===== config.mk =====
export PLATFORM = sky130hd
export DESIGN_NAME = uart_tx_arbiter
export DESIGN_NICKNAME = d
export VERILOG_FILES = /design/src/rtl/uart_tx_arbiter.sv
export SDC_FILE = /design/constraint.sdc
export NUM_CORES = 1
export LEC_CHECK = 0
export ABC_AREA = 1
export BUFFER_PORTS_ARGS = -buffer_cell sky130_fd_sc_hd__clkbuf_2
export CAP_MARGIN = 40
export CORE_AREA = 3 3 69 71
export DETAILED_ROUTE_END_ITERATION = 10
export DIE_AREA = 0 0 72 74
export GPL_ROUTABILITY_DRIVEN = 1
export PLACE_DENSITY_LB_ADDON = 0.3
export REMOVE_ABC_BUFFERS = 1
export SKIP_CTS_REPAIR_TIMING = 1
export SYNTH_ARGS = -nofsm -noshare
export SYNTH_HDL_FRONTEND = slang
export SYNTH_SLANG_ARGS = --single-unit

===== constraint.sdc =====
create_clock -name clk -period 3.7 [get_ports clk]
set_input_delay 0.185 -clock clk [delete_from_list [all_inputs] [get_ports clk]]
set_output_delay 0.185 -clock clk [all_outputs]
set_load 0.02 [all_outputs]

===== src/rtl/uart_tx_arbiter.sv =====
// ---------------------------------------------------------------------------
// uart_tx_arbiter
// Shares one UART_tx between NUM_REQ byte producers. Requests are served
// round-robin. Each transfer is an optional header byte (HDR_BASE + ID)
// followed by the requester's payload byte. A one-cycle ack goes back to the
// served requester once both bytes have been shifted out.
//
// Ports:
//   clk       system clock
//   rst       synchronous active-high reset
//   req       per-requester level request, held until its ack
//   req_data  payload bytes, requester i at [8*i+7:8*i]
//   ack       one-cycle completion pulse, bit i for requester i
//   busy      high whenever the FSM is not idle
//   cur_id    granted requester ID, valid while busy
//   trmt      one-cycle start strobe to UART_tx
//   tx_data   byte presented to UART_tx
//   tx_done   UART_tx done flag (level, cleared by UART_tx on trmt)
// ---------------------------------------------------------------------------
module uart_tx_arbiter #(
    parameter int          NUM_REQ   = 4,
    parameter bit          HEADER_EN = 1'b1,
    parameter logic [7:0]  HDR_BASE  = 8'hA0
) (
    input  logic                   clk,
    input  logic                   rst,
    input  logic [NUM_REQ-1:0]     req,
    input  logic [8*NUM_REQ-1:0]   req_data,
    output logic [NUM_REQ-1:0]     ack,
    output logic                   busy,
    output logic [3:0]             cur_id,
    output logic                   trmt,
    output logic [7:0]             tx_data,
    input  logic                   tx_done
);

    typedef enum logic [2:0] {
        S_IDLE,
        S_GRANT,
        S_SEND_HDR,
        S_WAIT_HDR,
        S_SEND_DAT,
        S_WAIT_DAT,
        S_ACK
    } state_t;

    state_t               r_state;
    state_t               w_next;

    logic                 r_done_q;
    logic [3:0]           r_last;
    logic [3:0]           r_cur_id;
    logic [7:0]           r_payload;
    logic                 r_trmt;
    logic [NUM_REQ-1:0]   r_ack;
    logic [7:0]           r_tx_data;

    logic                 w_done_rise;
    logic                 w_hit;
    logic [3:0]           w_sel;
    logic [7:0]           w_pay;
    logic                 w_grant;
    logic                 w_trmt;
    logic [NUM_REQ-1:0]   w_ack;
    logic [7:0]           w_txd;

    // Only a fresh rising edge counts, so a done flag left high from the
    // previous byte cannot advance a wait state.
    assign w_done_rise = tx_done & ~r_done_q;

    // Round-robin pick: lowest index above r_last wins, otherwise lowest
    // index at or below r_last. Descending loops overwrite so the lowest
    // index of each group survives; the second loop takes precedence.
    always_comb begin
        w_hit = 1'b0;
        w_sel = '0;
        w_pay = '0;
        for (int i = NUM_REQ-1; i >= 0; i--) begin
            if (req[i] && (i <= int'(r_last))) begin
                w_hit = 1'b1;
                w_sel = 4'(i);
                w_pay = req_data[8*i +: 8];
            end
        end
        for (int i = NUM_REQ-1; i >= 0; i--) begin
            if (req[i] && (i > int'(r_last))) begin
                w_hit = 1'b1;
                w_sel = 4'(i);
                w_pay = req_data[8*i +: 8];
            end
        end
    end

    // Next state plus the values the output registers take on entry to that
    // state, so trmt/ack/tx_data line up with the state being occupied.
    always_comb begin
        w_next  = r_state;
        w_grant = 1'b0;
        w_trmt  = 1'b0;
        w_ack   = '0;
        w_txd   = r_tx_data;
        case (r_state)
            S_IDLE: begin
                if (|req) w_next = S_GRANT;
            end
            S_GRANT: begin
                if (w_hit) begin
                    w_grant = 1'b1;
                    w_trmt  = 1'b1;
                    if (HEADER_EN) begin
                        w_next = S_SEND_HDR;
                        w_txd  = HDR_BASE + {4'h0, w_sel};
                    end else begin
                        w_next = S_SEND_DAT;
                        w_txd  = w_pay;
                    end
                end else begin
                    // request withdrawn before grant: nothing latched
                    w_next = S_IDLE;
                end
            end
            S_SEND_HDR: w_next = S_WAIT_HDR;
            S_WAIT_HDR: begin
                if (w_done_rise) begin
                    w_next = S_SEND_DAT;
                    w_trmt = 1'b1;
                    w_txd  = r_payload;
                end
            end
            S_SEND_DAT: w_next = S_WAIT_DAT;
            S_WAIT_DAT: begin
                if (w_done_rise) begin
                    w_next = S_ACK;
                    for (int i = 0; i < NUM_REQ; i++) begin
                        if (r_cur_id == 4'(i)) w_ack[i] = 1'b1;
                    end
                end
            end
            S_ACK:   w_next = S_IDLE;
            default: w_next = S_IDLE;
        endcase
    end

    always_ff @(posedge clk) begin
        if (rst) r_state <= S_IDLE;
        else     r_state <= w_next;
    end

    always_ff @(posedge clk) begin
        if (rst) begin
            r_done_q  <= 1'b0;
            r_last    <= 4'(NUM_REQ-1);
            r_cur_id  <= '0;
            r_payload <= '0;
            r_trmt    <= 1'b0;
            r_ack     <= '0;
            r_tx_data <= '0;
        end else begin
            r_done_q  <= tx_done;
            r_trmt    <= w_trmt;
            r_ack     <= w_ack;
            r_tx_data <= w_txd;
            if (w_grant) begin
                r_last    <= w_sel;
                r_cur_id  <= w_sel;
                r_payload <= w_pay;
            end
        end
    end

    assign busy    = (r_state != S_IDLE);
    assign cur_id  = r_cur_id;
    assign trmt    = r_trmt;
    assign ack     = r_ack;
    assign tx_data = r_tx_data;

endmodule

Word-level counts from Yosys, hierarchy flattened
Cells that the tools add are included.
{"block": "word_totals", "romBits": 0, "output_inout_bits": 18, "mem_bits_rw": 0, "latchBits": 0, "n_memories": 0, "reg_bits": 33}
{"block": "op_classes", "div": 0, "eq_ne": 12, "multipliers": 0, "magnitude_cmp": 6, "n_bitwise": 4, "n_mux": 37, "reduce_logical": 14, "shift": 0, "n_addsub": 1}
{"operator": "$mux W8", "n": 9}
{"operator": "$mux W4", "n": 6}
{"operator": "$pmux W3 S6", "n": 1}
{"operator": "$pmux W8 S2", "n": 1}
{"operator": "$mux W1", "n": 14}
{"operator": "$mux W3", "n": 3}
{"operator": "$add A8 B4 Y8 const A", "n": 1}
{"operator": "$eq A4 B2 Y1 const B", "n": 2}
{"operator": "$gt A2 B4 Y1 const A", "n": 2}
{"operator": "$le A2 B4 Y1 const A", "n": 2}
{"operator": "$ne A2 B2 Y1 const B", "n": 4}
{"operator": "$eq A3 B2 Y1 const B", "n": 2}
{"operator": "$eq A3 B3 Y1 const B", "n": 2}
{"operator": "$logic_and A1 B1 Y1", "n": 6}
{"operator": "$reduce_and A3 Y1", "n": 2}
{"operator": "$eq A4 B1 Y1 const B", "n": 1}
{"operator": "$gt A1 B4 Y1 const A", "n": 1}
{"operator": "$le A1 B4 Y1 const A", "n": 1}
{"operator": "$logic_not A4 Y1", "n": 1}
{"operator": "$mux W2", "n": 2}
{"operator": "$reduce_or A4 Y1", "n": 1}
{"operator": "$eq A3 B1 Y1 const B", "n": 1}
{"operator": "$logic_not A3 Y1", "n": 1}
{"operator": "$not A1 Y1", "n": 3}
{"operator": "other kinds (5)", "n": 5}

Longest topological paths before layout
Gate-level depths: netlist (run 1).
{"block": "logic_depth", "depth_word": 12, "ltp_mapped": 12}

Worst setup path before layout (run 1)
No wires, ideal clock.
{"block": "synth_timing", "path_kind": "flip-flop to flip-flop", "startpoint": "reg r_state[2]", "endpoint": "reg r_tx_data[0] (netlist: tx_data[0])", "setup_slack_ns": 2.457, "n_path_buf": 0, "t_arrival_ns": 1.124, "setup_ns": 0.119, "path_stages_with_launch": 9, "required_ns": 3.581, "path_cell_list": "dfxtp_1 -> inv_1 -> nand3_2 -> nor2_2 -> inv_1 -> nand2_2 -> inv_1 -> a21oi_1 -> a21oi_1"}
{"block": "synth_via", "elab_chain_cells": 3}
{"item": "start, declared", "line": "47", "source": "state_t r_state;"}
{"item": "start signal, assigned", "line": "146", "source": "else r_state <= w_next;"}
{"item": "$eq A3 B1 Y1 / $eq A3 B2 Y1 (equally long branches)", "line": "102", "source": "case (r_state)"}
{"item": "$ne A2 B2 Y1 (no line) / $reduce_bool A2 Y1 (equally long branches)"}
{"item": "$reduce_and A3 Y1 (no line)"}
{"item": "end signal, assigned", "line": "162", "source": "r_tx_data <= w_txd;"}
{"item": "end, declared", "line": "56", "source": "logic [7:0] r_tx_data;"}
Several ways; a longest one is shown, not always the timed one.
A chain may end at the register's enable or synchronous reset.

Final worst setup path (run 1)
{"block": "layout_timing", "startpoint": "reg r_state[1]", "endpoint": "reg r_tx_data[2] (netlist: tx_data[2])"}
The elaborated chain is that of the path after synthesis.

==> flow_summary_export.csv, run 1 <==
group,metric,value,unit
power_and_ir_drop,worst_ir_drop_vdd,0.0001897,V
routing,firstDrtPassIters,5,
clocking,clk_latency,0.28,ns
timing,relSlewSlack,0.5482,
synth,syn_avg_cell_area,5.965,µm²
setup_path,path_max_fanout,21,
finish,syn_to_final_growth,20.84,%
setup_path,critPathKind,"register to register",
grt,grt_overflow_total,0,
setup_path,path_cells,"inv_1, nand2_1, nor2_1, nand2_1, nand2_2, inv_1, nand2_1, a21oi_1",
setup_path,cp_num_buf_inv,2,
timing,setup_viol,0,
synth,synthCells,318,
synth,ys_warn_count,0,
grt,grt_pass1_wl,7714,µm
routing,drt_iter0_drc,88,
timing,fmax,0.5561,GHz
grt,grt_antenna_before_repair,0,
power_and_ir_drop,sw_frac_of_total,0.3292,
setup_path,endpoint_kind,"register",
die,initial_utilization,0.4417,
place,dp_slack,1.657,ns
setup_path,required,3.89,ns
clocking,htreeDepth,2,
finish,final.fill_count,459,
synth,yosysUniqueCellTypes,28,
timing,timing.setup.tns,0,ns
routing,wl_per_cell,10.92,µm
power_and_ir_drop,switchingPower,0.3252,mW
clocking,cts_root_buf,"clkbuf_8",
grt,grt_pass1_vias,1815,
finish,antenna_cells,0,
setup_path,path_common_cell,"nand2_1",
place,place_congestion,0.8771,
clocking,path_clk_slew,0.07,ns
routing,vias,2034,
timing,hold_viol,0,
die,fp-row-count,24,
timing,max_slew.worst_pin.slew,0.6760,ns
run,drv_cap,0,
timing,fin_crit_sh,0.4860,
timing,rsz0062_at_grt,"false",
routing,final_antenna_net_count,0,
die,coreArea,4294,µm²
clocking,tritoncts,"done",
setup_path,arrival,1.99,ns
synth,yosys_register_bits,29,
power_and_ir_drop,seq_power_share,0.366,
grt,grt_start_max_net_pins,22,
setup_path,cp-start-kind,"register",
finish,multi_input_area,1046,µm²
clocking,clock-sinks,29,
place,io_buffers,54,
place,hpwl,3499,µm
timing,fin_crit,1.798,ns
finish,fin_nets,409,
die,dieWidth,72,µm
clocking,clock_path_buffers,2,
power_and_ir_drop,power_leakage,1.268,nW
die,io_pins,57,
clocking,numCtsBuffers,5,
routing,drt_wl_total,4620,µm
power_and_ir_drop,internal_power,0.6628,mW
routing,drc,0,
setup_path,cpMaxStageDelayCell,"nand2_1",
power_and_ir_drop,power_frac_clock,0.343,
timing,fin_ws,1.902,ns
routing,viasPerCell,4.809,
timing,clock_skew,0.008845,ns
power_and_ir_drop,power_frac_comb,0.291,
setup_path,cp_slowest_stage_delay,0.51,ns
synth,ys_seq_area_frac,0.3061,
timing,finalMaxSlewViolations,0,
setup_path,critPathTopFamily,"simple AND/OR/NAND/NOR gates",
die,fp.dieH,74,µm
outcome,run_status,"completed",
synth,netlist_area,1897,µm²
finish,drive_gt1_frac,0.2480,
die,die_area,5328,µm²
hold_path,min_path_type,"input port to register",
grt,gr-usage-all-layers,0.1776,
finish,seq_area,580.6,µm²
power_and_ir_drop,power.density,431.0,nW/µm²
[metrics by stage]
| step | hold slack [ns] | std cells | utilization | power [mW] | area (µm²) |
|---|---|---|---|---|---|
| floorplan | 0.2474 | 309 | - | 0.5713 | 1841 |
| detailed placement | 0.4068 | 415 | 0.5067 | 0.6565 | 2176 |
| global route | 0.1380 | 423 | 0.5338 | 1.051 | 2292 |
| finish | 0.1117 | 423 | 0.5338 | 0.9880 | 2292 |
| CTS | 0.1139 | 423 | 0.5338 | 0.9909 | 2292 |
| global placement | 0.4027 | 415 | 0.5067 | 0.6527 | 2176 |
[cell families after synthesis]
kind of cell,Yosys count,share of synthesized area
buf+inv,67,0.1445
simple gates,167,0.3773
flops,29,0.3061
compound gates,54,0.1702
other cells,1,0.001977
[Yosys cell counts]
| library cell | count | area [µm²] |
|---|---|---|
| clkbuf_1 | 1 | 3.750 |
| inv_1 | 48 | 180.2 |
| nand4_1 | 1 | 6.260 |
| o21ai_1 | 9 | 45.04 |
| or2_0 | 1 | 6.260 |
| inv_2 | 4 | 15.01 |
| a21oi_2 | 8 | 70.07 |
| clkinv_1 | 5 | 18.77 |
| a21oi_1 | 20 | 100.1 |
| nor2_2 | 2 | 12.51 |
| nor2_1 | 11 | 41.29 |
| o21ai_0 | 11 | 55.05 |
| buf_2 | 6 | 30.03 |
| nand3_2 | 1 | 10.01 |
| nor2_8 | 1 | 20.02 |
| nand2_1 | 122 | 457.9 |
| buf_4 | 2 | 15.01 |
| nor3_1 | 3 | 15.01 |
| dfxtp_1 | 29 | 580.6 |
| conb_1 | 1 | 3.750 |
| o221a_2 | 2 | 22.52 |
| nand2_2 | 4 | 25.02 |
| nand2_4 | 1 | 11.26 |
| nand3_1 | 12 | 60.06 |
| or2_2 | 8 | 50.05 |
| a211oi_1 | 1 | 7.510 |
| buf_6 | 1 | 11.26 |
| o211ai_1 | 3 | 22.52 |
[power groups by stage]
stage / sequential [mW] / clock (mW) / combinational, mW
after floorplan: 0.377 / 0 / 0.195
after global placement: 0.369 / 0 / 0.284
after detailed placement: 0.368 / 0 / 0.288
after CTS: 0.362 / 0.339 / 0.290
after global routing: 0.365 / 0.354 / 0.332
final: 0.362 / 0.339 / 0.288
[cell usage in the layout, fill, tap and decap left out]
cell	n
nand2_1	122
clkbuf_2	54
inv_1	48
dfxtp_1	29
a21oi_1	20
nand3_1	12
nor2_1	11
o21ai_0	11
o21ai_1	9
or2_2	8
a21oi_2	8
clkbuf_8	6
clkinv_1	5
inv_2	4
nand2_2	4
o211ai_1	3
nor3_1	3
nor2_2	2
o221a_2	2
conb_1	2
nand4_1	1
nor2_8	1
nand2_4	1
nand3_2	1
or2_0	1
a211oi_1	1
bufinv_16	1
clkbuf_1	1
[worst reg2reg max path, stage by stage (launching register included)]
cell and delay, ns:
dfxtp_1 0.38, inv_1 0.09, nand2_1 0.08, nor2_1 0.05
nand2_1 0.51, nand2_2 0.19, inv_1 0.19, nand2_1 0.07
a21oi_1 0.15
[per-layer routing]
layer / GRT usage / wire (µm) / up-vias / part of all wire
met2: 0.3173 / 2301 / 40 / 0.50
met5: 0 / 0 / - / 0
li1: - / - / 1071 / -
met4: 0.04175 / 33 / 0 / 0.0071
met1: 0.2137 / 2030 / 917 / 0.44
met3: 0.04730 / 255 / 6 / 0.055
[sequential cells by signal, indices dropped and copies added, names as in the netlist]
register,cells
r_payload,8
tx_data,8
ack,4
r_state,3
cur_id,2
r_last,2
r_done_q,1
trmt,1
[worst paths after layout]
path | start | cells past startpoint | slack, ns | end
hold / removal | tx_done | 3 | 0.11 | r_done_q
hold reg to reg | tx_data[6] | 2 | 0.46 | tx_data[6]
setup reg to reg | r_state[1] | 8 | 1.90 | tx_data[2]
setup / recovery | r_state[1] | 8 | 1.90 | tx_data[2]
[cell type report]
class | instances | share of cell area
Multi-Input combinational cell | 223 | 0.4563
Sequential cell | 29 | 0.2533
Timing Repair Buffer | 54 | 0.1179
Inverter | 57 | 0.09334
Clock buffer | 7 | 0.03766
Tap cell | 52 | 0.02838
Clock inverter | 1 | 0.01310
No activity file was read; power rests on OpenSTA's default activity.
==> inputs of run 2 (changes only) <==
- ABC_AREA: 1 -> 0
- CORE_AREA: 3 3 69 71 -> 3 3 72 74
- DIE_AREA: 0 0 72 74 -> 0 0 75 77
- clock period: 3.7 -> 1.47 ns (I/O delays scaled with it)
==> run 2 against run 1 <==
The run now ends with negative setup slack left; via count is 14% higher; largest cell class unchanged; first-iteration DRC count is 120% higher; critical path type unchanged; highest routed layer unchanged; flip-flop and latch count stayed put; fmax is 12% higher; die area is 8.4% higher; core utilization is 7.8 points higher.
==> flow_summary_export.csv, run 2 <==
group,metric,value,unit
setup_path,cp-start-kind,"register",
synth,netlist_area,2021,µm²
setup_path,endpoint_kind,"register",
die,initial_utilization,0.4336,
routing,drt_iter0_drc,197,
clocking,clock_path_buffers,2,
synth,synth_most_common_cell,"a21oi_1",
finish,final.fill_count,424,
routing,viasPerCell,5.856,
synth,synth_commonest_cells,"a21oi_1 (30), dfxtp_1 (29), nand2_1 (22)",
die,fp-row-count,25,
finish,final_common_cell,"clkbuf_2",
power_and_ir_drop,finalPower,2.613,mW
finish,fin_nets,380,
power_and_ir_drop,power.density,916.2,nW/µm²
place,place_congestion,0.9025,
setup_path,arrival,1.77,ns
die,coreArea,4661,µm²
synth,synth_edf_count,0,
synth,ys_seq_area_frac,0.2873,
clocking,cts_root_buf,"clkbuf_8",
timing,whs,0.04844,ns
synth,syn_avg_cell_area,7.955,µm²
timing,setup_viol,20,
synth,synthArstFlopShare,0,
grt,grt_antenna_before_repair,0,
setup_path,r2r-start,"r_state[2]",
synth,ys_top_cells_by_area,"dfxtp_1 (29%), a21oi_1 (7.4%), nand3b_1 (5.2%), nand2_1 (4.1%), mux2_2 (3.9%)",
setup_path,timing.rr.end,"r_payload[2]",
outcome,violations,"negative setup slack",
synth,ys_warn_count,0,
timing,rsz0062_at_grt,"true",
synth,yosys_register_bits,29,
grt,gr-usage-all-layers,0.2189,
finish,antenna_cells,0,
grt,grt_start_max_net_pins,25,
die,die_area,5775,µm²
grt,grt_pass1_wl,9873,µm
timing,hold_viol,0,
die,io_pins,57,
synth,synth.top_cell.area_share,0.2873,
routing,drc,0,
hold_path,worstHoldStart,"tx_done",
setup_path,critPathKind,"register to register",
clocking,path_clk_slew,0.07,ns
power_and_ir_drop,worst_ir_drop_vdd,0.0004043,V
clocking,clk_latency,0.28,ns
routing,drt_wl_total,6415,µm
timing,fin_ws,-0.1427,ns
synth,yosysUniqueCellTypes,44,
finish,drive_gt1_frac,0.4415,
finish,most-common-layout-cells,"clkbuf_2 (54), buf_4 (47), a21oi_1 (30)",
hold_path,whs_path_depth,2,
clocking,numCtsBuffers,5,
setup_path,path_max_fanout,9,
timing,fin_crit_sh,1.097,
synth,synth_top_cell_by_area,"dfxtp_1",
routing,firstDrtPassIters,4,
hold_path,min_to,"r_done_q",
grt,grt_pass1_vias,2146,
power_and_ir_drop,power_leakage,1.204,nW
grt,grt_overflow_total,0,
routing,wl_per_cell,16.20,µm
clocking,htreeDepth,2,
clocking,tritoncts,"done",
clocking,clock-sinks,29,
synth,synth_flop_cell,"dfxtp_1",
timing,fmax,0.6201,GHz
setup_path,reg2reg_depth,5,
outcome,run_status,"finished with violations",
synth,synthCells,254,
hold_path,min_path_type,"input port to register",
setup_path,r2r_slack,-0.14,ns
die,fp.dieH,77,µm
routing,final_antenna_net_count,0,
place,hpwl,4792,µm
finish,syn_to_final_growth,41.11,%
timing,finalMaxSlewViolations,0,
routing,vias,2319,
place,io_buffers,54,
setup_path,required,1.63,ns
timing,fin_crit,1.613,ns
timing,clock_skew,0.007811,ns
die,dieWidth,75,µm
run,drv_cap,0,
## run 2: cell type report
class	count	area [µm²]	share of cell area
multi-input combinational	194	1390	0.4875
timing repair buffer	106	686.9	0.2409
sequential	29	586.8	0.2058
clock buffer	7	96.34	0.03379
tap	54	67.56	0.02369
inverter	5	18.77	0.006582
clock inverter	1	5.005	0.001755
## run 2: power breakdown
group	leakage [nW]	switching (mW)	internal [mW]
clock	0.0542	0.312	0.423
sequential	0.238	0.0627	0.864
combinational	0.912	0.495	0.456
## run 2: kinds of logic (layout without fill, tap and decap cells)
kind of cell / Yosys count / after routing / share of synthesized area
flip-flops: 29 / 29 / 0.2873
AO/OA/AOI/OAI: 92 / 92 / 0.3356
buffers and inverters: 32 / 119 / 0.07244
multiplexers: 8 / 8 / 0.04397
other: 1 / 2 / 0.001856
AND/OR/NAND/NOR: 92 / 92 / 0.2588
## run 2: metal layers
metal / up-vias / routed length (µm) / GRT usage
met2: 86 / 3051 / 0.3345
li1: 1135 / - / -
met1: 1092 / 2949 / 0.3025
met3: 6 / 347 / 0.03801
met4: 0 / 67 / 0.08007
met5: - / 0 / 0
## run 2: how the worst max path moves through the flow
stage	cells past startpoint	slack (ns)	to	from
after floorplan	4	-0.46	tx_data[1]	r_state[2]
after global placement	5	-0.15	r_payload[1]	r_state[2]
after detailed placement	5	-0.22	r_payload[1]	r_state[2]
after CTS	5	-0.25	r_payload[1]	r_state[2]
after global routing	5	-0.20	r_payload[2]	r_state[2]
final	5	-0.14	r_payload[2]	r_state[2]
## run 2: critical path: stages (launching register included)
cell and delay, ns:
dfxtp_2 0.32, and2b_2 0.21, or3b_4 0.40, buf_4 0.20
a2111oi_2 0.24, a211oi_1 0.12
## run 2: per-stage QoR
step | TNS [ns] | std cells | utilization | setup WS, ns | area, µm²
global route | -2.733 | 396 | 0.6118 | -0.1970 | 2851
global placement | -1.344 | 384 | 0.5595 | -0.1469 | 2608
finish | -1.466 | 396 | 0.6118 | -0.1427 | 2851
CTS | -2.388 | 392 | 0.5812 | -0.2489 | 2709
floorplan | -4.636 | 228 | - | -0.4562 | 1897
detailed placement | -2.009 | 384 | 0.5595 | -0.2213 | 2608
==> inputs of run 3 (changes only) <==
- RECOVER_POWER: default -> 25
==> run 3 against run 2 <==
The flow still finishes with violations (negative setup slack); first-iteration DRC count stayed put; clock skew about the same; final cell count unchanged; highest routed layer unchanged.
==> flow_summary_export.csv, run 3 (synthesis gave the netlist of run 2 again) <==
group,metric,value,unit
grt,grt_start_max_net_pins,25,
routing,drc,0,
power_and_ir_drop,seq_power_share,0.355,
finish,fin_util,0.6102,
setup_path,critPathLaunch,"r_state[2]",
outcome,violations,"negative setup slack",
power_and_ir_drop,internal_power,1.742,mW
power_and_ir_drop,worst_ir_drop_vdd,0.0004041,V
timing,fin_crit_sh,1.097,
finish,most-common-layout-cells,"clkbuf_2 (48), buf_4 (47), a21oi_1 (30)",
clocking,clock_path_buffers,2,
setup_path,r2r-start,"r_state[2]",
die,die_area,5775,µm²
place,hpwl,4792,µm
finish,syn_to_final_growth,40.74,%
clocking,path_clk_slew,0.07,ns
setup_path,cpMaxStageDelayCell,"or3b_4",
routing,vias,2313,
finish,fin_nets,380,
clocking,cts_root_buf,"clkbuf_8",
timing,hold_viol,0,
clocking,tritoncts,"done",
setup_path,cp_num_buf_inv,1,
die,io_pins,57,
grt,grt_pass1_wl,9873,µm
timing,clock_skew,0.007621,ns
power_and_ir_drop,power.density,918.1,nW/µm²
finish,drive_gt1_frac,0.4240,
setup_path,required,1.63,ns
routing,wl_per_cell,16.20,µm
setup_path,path_max_fanout,9,
grt,grt_overflow_total,0,
routing,final_antenna_net_count,0,
routing,drt_iter0_drc,197,
routing,drt_wl_total,6415,µm
power_and_ir_drop,finalPower,2.611,mW
clocking,numCtsBuffers,5,
finish,antenna_cells,0,
die,fp-row-count,25,
setup_path,endpoint_kind,"register",
timing,whs,0.05104,ns
grt,grt_pass1_vias,2146,
timing,fmax,0.6202,GHz
setup_path,cp-start-kind,"register",
die,initial_utilization,0.4336,
routing,viasPerCell,5.841,
timing,fin_crit,1.612,ns
timing,fin_ws,-0.1424,ns
power_and_ir_drop,switchingPower,0.8696,mW
grt,gr-usage-all-layers,0.2189,
timing,setup_viol,20,
finish,stdcell_count,396,
clocking,clk_latency,0.28,ns
timing,rsz0062_at_grt,"true",
setup_path,arrival,1.77,ns
clocking,clock-sinks,29,
finish,final_common_cell,"clkbuf_2",
run,drv_cap,0,
setup_path,cp_slowest_stage_delay,0.40,ns
power_and_ir_drop,power_leakage,1.183,nW
timing,finalMaxSlewViolations,0,
grt,grt_antenna_before_repair,0,
place,place_congestion,0.9025,
place,placedCellCount,384,
hold_path,min_path_type,"input port to register",
setup_path,critPathTopFamily,"simple AND/OR/NAND/NOR gates",
clocking,htreeDepth,2,
setup_path,path_cells,"and2b_2, or3b_4, buf_4, a2111oi_2, a211oi_1",
power_and_ir_drop,power_frac_comb,0.364,
die,coreArea,4661,µm²
place,io_buffers,54,
outcome,run_status,"finished with violations",
die,dieWidth,75,µm
die,fp.dieH,77,µm
setup_path,critPathKind,"register to register",
power_and_ir_drop,sw_frac_of_total,0.3330,
power_and_ir_drop,power_frac_clock,0.281,
routing,firstDrtPassIters,4,
hold_path,worstHoldStart,"tx_done",
[run 3: worst reg2reg max path, stage by stage, from the launching register on]
cell and delay (ns):
dfxtp_2 0.32, and2b_2 0.21, or3b_4 0.40, buf_4 0.20
a2111oi_2 0.24, a211oi_1 0.12
[run 3: worst paths after layout]
| path | endpoint | slack [ns] | depth (start not counted) |
|---|---|---|---|
| min reg2reg | tx_data[6] | 0.47 | 2 |
| max reg2reg | r_payload[2] | -0.14 | 5 |
| min | r_done_q | 0.05 | 2 |
| max | r_payload[2] | -0.14 | 5 |
[run 3: final cells by class]
cell class,instances,area [µm²]
Tap cell,54,67.56
Timing Repair Buffer,106,679.4
Clock inverter,1,5.005
Clock buffer,7,96.34
Sequential cell,29,586.8
Multi-Input combinational cell,194,1390
Inverter,5,18.77
Fill cell,427,1817
[run 3: routing by layer]
metal / routed length, µm / part of all wire / global-route usage
met2: 3044 / 0.47 / 0.3345
met1: 2960 / 0.46 / 0.3025
met4: 67 / 0.010 / 0.08007
met3: 343 / 0.053 / 0.03801
met5: 0 / 0 / 0
[run 3: per-stage QoR]
| stage | cell area, µm² | setup TNS [ns] | setup slack (ns) |
|---|---|---|---|
| after floorplan | 1897 | -4.636 | -0.4562 |
| after global placement | 2608 | -1.344 | -0.1469 |
| after detailed placement | 2608 | -2.009 | -0.2213 |
| after CTS | 2709 | -2.388 | -0.2489 |
| after global routing | 2844 | -2.732 | -0.1970 |
| final | 2844 | -1.454 | -0.1424 |
[run 3: power by group through the flow]
| stage | Clock (mW) | Combinational (mW) | Sequential (mW) |
|---|---|---|---|
| 2_1_floorplan | 0 | 0.361 | 0.983 |
| 3_3_place_gp | 0 | 0.822 | 0.936 |
| 3_5_place_dp | 0 | 0.838 | 0.938 |
| 4_1_cts | 0.746 | 0.844 | 0.921 |
| 5_1_grt | 0.782 | 1.03 | 0.937 |
| 6_report | 0.735 | 0.949 | 0.927 |
